$ cat src/rtl/if_id_queue.sv
// if_id_queue: IF->ID decoupling FIFO. Each entry carries the fetch PC, the
// instruction word, the fetch-TLB exception set and the virtual fetch address.
// Optional feature macro: IF_ID_QUEUE_BYPASS_EN. When it is defined, an empty
// queue forwards a pushed entry straight to id_* in the same cycle.
// Exception set layout (8 bits): bit0 = inst_tlb_refill, bit1 = inst_tlb_invalid,
// all other bits are reserved and driven 0.

`ifndef PC_RESET_ADDR
  `define PC_RESET_ADDR 32'hbfc0_0000
`endif
`ifndef ZERO_WORD
  `define ZERO_WORD 32'h0000_0000
`endif
`ifndef NO_EXCP
  `define NO_EXCP 8'h00
`endif

module if_id_queue #(
  parameter int DEPTH = 4,
  parameter int CNT_W = $clog2(DEPTH) + 1
) (
  input  logic             clk,
  input  logic             rst,
  input  logic             flush,
  input  logic             if_push,
  output logic             if_ready,
  input  logic [31:0]      if_pc,
  input  logic [31:0]      if_inst,
  input  logic             if_miss,
  input  logic             if_valid,
  input  logic [31:0]      if_inst_addr_v,
  output logic             id_valid,
  input  logic             id_pop,
  output logic [31:0]      id_pc,
  output logic [31:0]      id_inst,
  output logic [7:0]       id_exception_type,
  output logic [31:0]      id_inst_addr_v,
  output logic [CNT_W-1:0] count
);

  localparam int PTR_W = $clog2(DEPTH);
  localparam logic [CNT_W-1:0] FULL_CNT = CNT_W'(DEPTH);

  localparam int EXC_TLB_REFILL  = 0;
  localparam int EXC_TLB_INVALID = 1;

  function automatic logic [7:0] map_exc(input logic miss, input logic tlb_valid);
    logic [7:0] e;
    e                  = '0;
    e[EXC_TLB_REFILL]  = miss;
    e[EXC_TLB_INVALID] = ~tlb_valid;
    return e;
  endfunction

  logic [31:0]      pc_mem   [DEPTH];
  logic [31:0]      inst_mem [DEPTH];
  logic [7:0]       exc_mem  [DEPTH];
  logic [31:0]      addr_mem [DEPTH];

  logic [PTR_W-1:0] wr_ptr;
  logic [PTR_W-1:0] rd_ptr;
  logic [CNT_W-1:0] count_q;
  logic             not_empty;
  logic             wr_en;
  logic             rd_en;

  assign not_empty = (count_q != '0);
  assign if_ready  = (count_q != FULL_CNT);
  assign count     = count_q;
  assign rd_en     = id_pop & not_empty & ~flush;

`ifdef IF_ID_QUEUE_BYPASS_EN
  logic bypass_take;
  assign bypass_take = ~not_empty & if_push & ~flush;
  // A bypassed entry that ID consumes in the same cycle never lands in storage.
  assign wr_en       = if_push & if_ready & ~flush & ~(bypass_take & id_pop);
  assign id_valid    = not_empty | bypass_take;
`else
  assign wr_en       = if_push & if_ready & ~flush;
  assign id_valid    = not_empty;
`endif

  // Entry storage: written on an accepted push, no reset needed.
  always_ff @(posedge clk) begin
    if (wr_en) begin
      pc_mem[wr_ptr]   <= if_pc;
      inst_mem[wr_ptr] <= if_inst;
      exc_mem[wr_ptr]  <= map_exc(if_miss, if_valid);
      addr_mem[wr_ptr] <= if_inst_addr_v;
    end
  end

  // Pointer and occupancy bookkeeping; flush clears everything.
  always_ff @(posedge clk or posedge rst) begin
    if (rst) begin
      wr_ptr  <= '0;
      rd_ptr  <= '0;
      count_q <= '0;
    end else if (flush) begin
      wr_ptr  <= '0;
      rd_ptr  <= '0;
      count_q <= '0;
    end else begin
      if (wr_en) wr_ptr <= wr_ptr + PTR_W'(1);
      if (rd_en) rd_ptr <= rd_ptr + PTR_W'(1);
      case ({wr_en, rd_en})
        2'b10:   count_q <= count_q + CNT_W'(1);
        2'b01:   count_q <= count_q - CNT_W'(1);
        default: count_q <= count_q;
      endcase
    end
  end

  // Head presentation: stored head, optional bypass, otherwise bubble values.
  always_comb begin
    id_pc             = `PC_RESET_ADDR;
    id_inst           = `ZERO_WORD;
    id_exception_type = `NO_EXCP;
    id_inst_addr_v    = `ZERO_WORD;
    if (not_empty) begin
      id_pc             = pc_mem[rd_ptr];
      id_inst           = inst_mem[rd_ptr];
      id_exception_type = exc_mem[rd_ptr];
      id_inst_addr_v    = addr_mem[rd_ptr];
    end
`ifdef IF_ID_QUEUE_BYPASS_EN
    else if (bypass_take) begin
      id_pc             = if_pc;
      id_inst           = if_inst;
      id_exception_type = map_exc(if_miss, if_valid);
      id_inst_addr_v    = if_inst_addr_v;
    end
`endif
  end

`ifndef SYNTHESIS
  a_no_push_when_full: assert property (@(posedge clk) disable iff (rst)
    wr_en |-> (count_q != FULL_CNT));
  a_no_pop_when_empty: assert property (@(posedge clk) disable iff (rst)
    rd_en |-> (count_q != '0));
`endif

endmodule

$ cat config.mk
export PLATFORM = sky130hd
export DESIGN_NAME = if_id_queue
export DESIGN_NICKNAME = d
export VERILOG_FILES = /design/src/rtl/if_id_queue.sv
export SDC_FILE = /design/constraint.sdc
export NUM_CORES = 1
export LEC_CHECK = 0
export CORE_MARGIN = 8
export CORE_UTILIZATION = 50
export CTS_BUF_LIST = sky130_fd_sc_hd__clkbuf_16
export CTS_CLUSTER_DIAMETER = 50
export DETAILED_ROUTE_END_ITERATION = 7
export GPL_ROUTABILITY_DRIVEN = 1
export PLACE_DENSITY = 0.78
export SKIP_CTS_REPAIR_TIMING = 1
export SLEW_MARGIN = 0
export SYNTH_ARGS = -nofsm -noshare
export SYNTH_HDL_FRONTEND = slang
export SYNTH_SLANG_ARGS = --single-unit
export TNS_END_PERCENT = 20
$ cat constraint.sdc
create_clock -name clk -period 9.1 [get_ports clk]
set_clock_uncertainty 0.2 [all_clocks]
set_input_delay 0.91 -clock clk [delete_from_list [all_inputs] [get_ports clk]]
set_output_delay 0.91 -clock clk [all_outputs]
set_load 0.01 [all_outputs]
==> results of run 1 <==
[power groups by stage]
stage,logic (mW),registers [mW],clock network (mW)
6_report,0.517,2.11,1.69
5_1_grt,0.557,2.12,1.80
4_1_cts,0.530,2.12,1.73
3_5_place_dp,0.526,2.15,0
3_3_place_gp,0.521,2.15,0
2_1_floorplan,0.292,2.13,0
[stage by stage]
step | util | total power, mW | hold slack [ns]
floorplan | - | 2.418 | 0.3573
global placement | 0.5843 | 2.673 | 0.3734
detailed placement | 0.5843 | 2.681 | 0.3971
CTS | 0.6299 | 4.374 | 0.4047
global route | 0.6299 | 4.477 | 0.4260
finish | 0.6299 | 4.325 | 0.4091
[Yosys cell counts (2+ instances only)]
| library cell | count | area (µm²) |
|---|---|---|
| nand3_1 | 4 | 20.02 |
| clkbuf_1 | 17 | 63.81 |
| inv_1 | 10 | 37.54 |
| or2_1 | 9 | 56.30 |
| nor3b_1 | 2 | 15.01 |
| xor2_1 | 2 | 17.52 |
| nor2_1 | 3 | 11.26 |
| a21oi_1 | 4 | 20.02 |
| ha_1 | 4 | 50.05 |
| buf_4 | 15 | 112.6 |
| dfrtp_1 | 7 | 175.2 |
| nor3_1 | 2 | 10.01 |
| edfxtp_1 | 392 | 11770 |
| o21ai_0 | 2 | 10.01 |
| nand2b_1 | 2 | 12.51 |
| o22ai_1 | 2 | 12.51 |
| o2111ai_1 | 2 | 17.52 |
| buf_2 | 9 | 45.04 |
| and2_1 | 94 | 588.1 |
| mux4_2 | 98 | 2207 |
[logic make-up after synthesis]
group / count (synthesis)
AO/OA/AOI/OAI: 15
other: 1
adder cells (fa/ha/maj): 5
buffers and inverters: 53
AND/OR/NAND/NOR: 119
multiplexers: 99
flip-flops: 399
XOR/XNOR: 3
[cell type report]
class | count | area share
timing repair buffer | 212 | 0.1098
clock buffer | 43 | 0.05614
tap | 396 | 0.02585
multi-input combinational | 247 | 0.1663
inverter | 10 | 0.001958
clock inverter | 30 | 0.01632
sequential | 399 | 0.6236
[critical path, stage by stage, from the launching register on]
cell and delay, ns:
dfrtp_4 1.14, buf_4 0.87, mux4_2 0.61, and2_1 0.21, clkdlybuf4s50_1 0.49
[layer usage]
metal | up-vias | part of all wire
li1 | 3241 | -
met1 | 3779 | 0.41
met2 | 247 | 0.49
met3 | 48 | 0.082
met4 | 6 | 0.016
met5 | - | 0.0010
[sequential cells by signal, summed over array words and instances (netlist names)]
register,count
addr_mem,128
count,3
exc_mem,8
inst_mem,128
pc_mem,128
rd_ptr,2
wr_ptr,2
[final timing paths]
check                           slack [ns]               to      start  depth (start not counted)
worst min register to register        0.41        wr_ptr[1]  wr_ptr[1]                          2
worst max-delay path                  4.13      id_inst[20]  rd_ptr[0]                          4
max in group asynchronous             8.00        rd_ptr[0]        rst                          2
worst min-delay path                  0.41        wr_ptr[1]  wr_ptr[1]                          2
worst max register to register        5.81  addr_mem[2][15]   count[0]                          4
min in group asynchronous             0.44         count[2]        rst                          2
==> flow_summary.toml, run 1 <==
[logic_synthesis]
synth-edff-count = 392
synth-xor-area-share = 0.001708
async_reset_ff_frac = 0.01754
synth-simple-area-share = 0.04808
synth_compound_area_frac = 0.006590
synth-warning-count = 0
synth.mux.area_fraction = 0.1442
ys_seq_area_frac = 0.7768
synthAdderAreaFrac = 0.004556
post_synth_instance_area_um2 = 15380
synth-main-ff-cell = "edfxtp_1"
synth.distinct_cells = 34
syn_area_per_cell_um2 = 22.16
syn-instance-count = 694
main_combinational_cell_family_by_area_after_synthesis = "multiplexers"
ys_seq_elements = 399

[run_status]
status = "finished clean"

[sta]
grt_setup_unrepaired = "false"
period_share = 0.5460
timing.fmax_mhz = 201.3
final_critical_path_setup_slack_ns = 4.132
tightestPinTransition_ns = 1.084
hold_viol = 0
period_needed_ns = 4.968
timing.setup.tns_ns = 0
timing.slew.headroom = 0.2774
timing_max_transition_violations_final = 0
setup_violating_endpoint_count_in_the_final_report = 0

[cells_and_area]
commonest_cells_after_routing_fill_and_taps_aside = "edfxtp_1 (392), clkdlybuf4s50_1 (205), mux4_2 (98)"
nFillCells = 2078
syn2layout_area_growth_pct = 24.63
share_of_cells_above_drive_strength_1 = 0.1881
design_area_um2 = 19170
sequential_cell_area_um2 = 11950
final_common_cell = "edfxtp_1"
antenna_cells_inserted = 0
non_filler_cells_final = 1337
multi_input_area_um2 = 3188
fin_nets = 1019

[worst_setup_path]
critPathArrivalTime_ns = 3.86
worstPathMaxFanout = 54
timing.critical_path.required_ns = 7.99
worstSetupPathType = "reg2out"
setup.worst_path.end_class = "output port"
critPathLaunchType = "flop"

[place]
final_weighted_congestion_of_routability_driven_global_placement = 0.7113
place_area_um2 = 17780
post-place-cells = 1264
numPortBuffers = 205
hpwlAfterDp_mm = 18.26
dpl_worst_slack_ns = 4.508

[detailed_routing]
antenna_left = 0
drt-initial-drc-count = 448
drt_wl_total_mm = 30.73
drcViolationCount = 0
avgViaCountPerCell = 5.476
detailedRoute.firstPassIterationCount = 5
vias = 7321
drt-wirelength-per-cell_um = 22.98

[global_routing]
grt_pass1_vias = 7989
groute.layer.met3.usage = 0.04469
busiest_layer = "met2"
use_met1 = 0.2212
grt_max_degree = 91
antenna_violations_before_repair = 3
all_layer_gr_usage = 0.1673
grt_first_pass_wirelength_mm = 46.69
globalRouteMet2Util = 0.2748
globalRoute.totalOverflow = 0

[cts]
clock_latency_ns = 0.51
clkSinkCount = 399
ctsLongestPathBuffers = 3
cts_root_buffer = "clkbuf_16"
cts_tree = "built"
cts_htree_levels = 2
cts_made_buffers = 41
clkTransAtPathRegs_ns = 0.06

[floorplan]
die_width_um = 191.4
die-area_um2 = 36630
start_util = 0.5054
rows = 64
io_pins = 212
coreArea_um2 = 30430
die-height_um = 191.4

[pwr]
total_switching_power_mw = 0.9281
ir_worst_vdd_mv = 0.1348
powerDensity_nw_per_um2 = 225.6
power.share.switching = 0.2146
pwr-share-clk = 0.392
seqPwrFrac = 0.489
internal_power_mw = 3.397
static-leakage-power_nw = 6.089
comb_power_share = 0.120

[run]
max_cap_violations = 0

[hold_path]
worstHoldPathType = "reg2reg"
Note: power is estimated with default switching activity, not from simulation.
==> run 2: changes to the inputs <==
==> constraint.sdc (replaced) <==
create_clock -name clk -period 4.9 [get_ports clk]
set_clock_uncertainty 0.2 [all_clocks]
set_input_delay 0.49 -clock clk [delete_from_list [all_inputs] [get_ports clk]]
set_output_delay 0.49 -clock clk [all_outputs]
set_load 0.01 [all_outputs]
==> flow_summary.toml, run 2 (synthesized netlist as in run 1, its figures left out) <==
[sta]
period_needed_ns = 3.715
tightestPinTransition_ns = 0.7217
timing.slew.headroom = 0.5188
period_share = 0.7582
setup_violating_endpoint_count_in_the_final_report = 0
timing.setup.tns_ns = 0
final_hold_slack_ns = 0.02800
timing.fmax_mhz = 269.2
grt_setup_unrepaired = "false"
hold_viol = 0
timing_max_transition_violations_final = 0
final_critical_path_setup_slack_ns = 1.185

[global_routing]
grt_first_pass_wirelength_mm = 46.23
grt_pass1_vias = 7843
antenna_violations_before_repair = 3
grt_max_degree = 59
all_layer_gr_usage = 0.1660
groute.layer.met3.usage = 0.04013
globalRouteMet2Util = 0.2741
globalRoute.totalOverflow = 0
busiest_layer = "met2"
use_met1 = 0.2215

[worst_setup_path]
critPathLaunchType = "flop"
crit-reg2reg-capture = "addr_mem[1][12]"
critPathArrivalTime_ns = 3.03
worstPathMaxFanout = 30
worstSetupPathType = "reg2out"
r2r.worst_path.cells = 4
worst_setup_path_endpoint = "id_pc[11]"
regToRegSetupSlack_ns = 2.06
setup.worst_path.end_class = "output port"
timing.critical_path.required_ns = 4.21
worstReg2RegStart = "count[1]"
worstSetupStartpoint = "rd_ptr[0]"

[pwr]
comb_power_share = 0.127
pwr-share-clk = 0.372
ir_worst_vdd_mv = 0.2375
internal_power_mw = 6.130
static-leakage-power_nw = 6.104
seqPwrFrac = 0.501
powerDensity_nw_per_um2 = 407.3
power.share.switching = 0.2143
total_switching_power_mw = 1.672
finalPower_mw = 7.802

[cells_and_area]
syn2layout_area_growth_pct = 24.54
reg_top3 = "addr_mem x128, inst_mem x128, pc_mem x128"
antenna_cells_inserted = 0
fin_nets = 1027
sequential_cell_area_um2 = 11950
nFillCells = 2076
final_common_cell = "edfxtp_1"
multi_input_area_um2 = 3188
commonest_cells_after_routing_fill_and_taps_aside = "edfxtp_1 (392), clkdlybuf4s50_1 (205), mux4_2 (98)"
share_of_cells_above_drive_strength_1 = 0.1848

[floorplan]
die_width_um = 191.4
die-area_um2 = 36630
die-height_um = 191.4
io_pins = 212
coreArea_um2 = 30430
start_util = 0.5054
rows = 64

[cts]
clkSinkCount = 399
clock_latency_ns = 0.51
clkTransAtPathRegs_ns = 0.06
cts_root_buffer = "clkbuf_16"
cts_tree = "built"
cts_made_buffers = 40
cts_htree_levels = 2
ctsLongestPathBuffers = 3

[run]
max_cap_violations = 0

[detailed_routing]
drt_wl_total_mm = 30.50
drcViolationCount = 0
drt-initial-drc-count = 455
avgViaCountPerCell = 5.474
vias = 7351
detailedRoute.firstPassIterationCount = 5
antenna_left = 0
drt-wirelength-per-cell_um = 22.71

[place]
final_weighted_congestion_of_routability_driven_global_placement = 0.7304
dpl_worst_slack_ns = 1.391
numPortBuffers = 205
hpwlAfterDp_mm = 18.65

[hold_path]
worstHoldPathType = "in2async"

[run_status]
status = "finished clean"
==> run 2: power groups by stage <==
stage / logic, mW / clock network [mW] / registers (mW)
global placement: 0.999 / 0 / 3.98
CTS: 1.02 / 2.96 / 3.91
finish: 0.992 / 2.90 / 3.91
global route: 1.07 / 3.10 / 3.92
floorplan: 0.543 / 0 / 3.95
detailed placement: 1.01 / 0 / 3.98
==> run 2: critical path: stages, from the launching register on <==
cell and delay [ns]:
dfrtp_4 0.81, buf_4 0.45, mux4_2 0.58, and2_1 0.17, clkdlybuf4s50_1 0.48
==> run 2: worst min path at each step <==
| stage | startpoint | endpoint | slack [ns] | cells after the start |
|---|---|---|---|---|
| 2_1_floorplan | rst | count[0] | 0.09 | 1 |
| 3_3_place_gp | wr_ptr[0] | wr_ptr[0] | 0.38 | 2 |
| 3_5_place_dp | wr_ptr[1] | wr_ptr[1] | 0.40 | 2 |
| 4_1_cts | rst | count[1] | 0.02 | 2 |
| 5_1_grt | rst | count[2] | 0.04 | 2 |
| 6_report | rst | count[1] | 0.03 | 2 |
==> run 2: through the flow <==
| stage | cells | utilization | cell area (µm²) |
|---|---|---|---|
| final | 1343 | 0.6295 | 19150 |
| after global routing | 1343 | 0.6295 | 19150 |
| after CTS | 1343 | 0.6295 | 19150 |
| after global placement | 1273 | 0.5882 | 17900 |
| after floorplan | 699 | - | 15400 |
| after detailed placement | 1273 | 0.5882 | 17900 |
==> run 2: area by class of cell <==
| class | count | share of cell area |
|---|---|---|
| sequential | 399 | 0.6241 |
| multi-input combinational | 247 | 0.1664 |
| timing repair buffer | 221 | 0.1160 |
| clock buffer | 41 | 0.05356 |
| tap | 396 | 0.02587 |
| clock inverter | 29 | 0.01208 |
| inverter | 10 | 0.001960 |
==> run 2: metal layers <==
layer,wire length (µm),share of wire,vias to the layer above
li1,-,-,3250
met5,37,0.0012,-
met2,15000,0.49,233
met1,12980,0.43,3819
met4,447,0.015,6
met3,2026,0.066,43
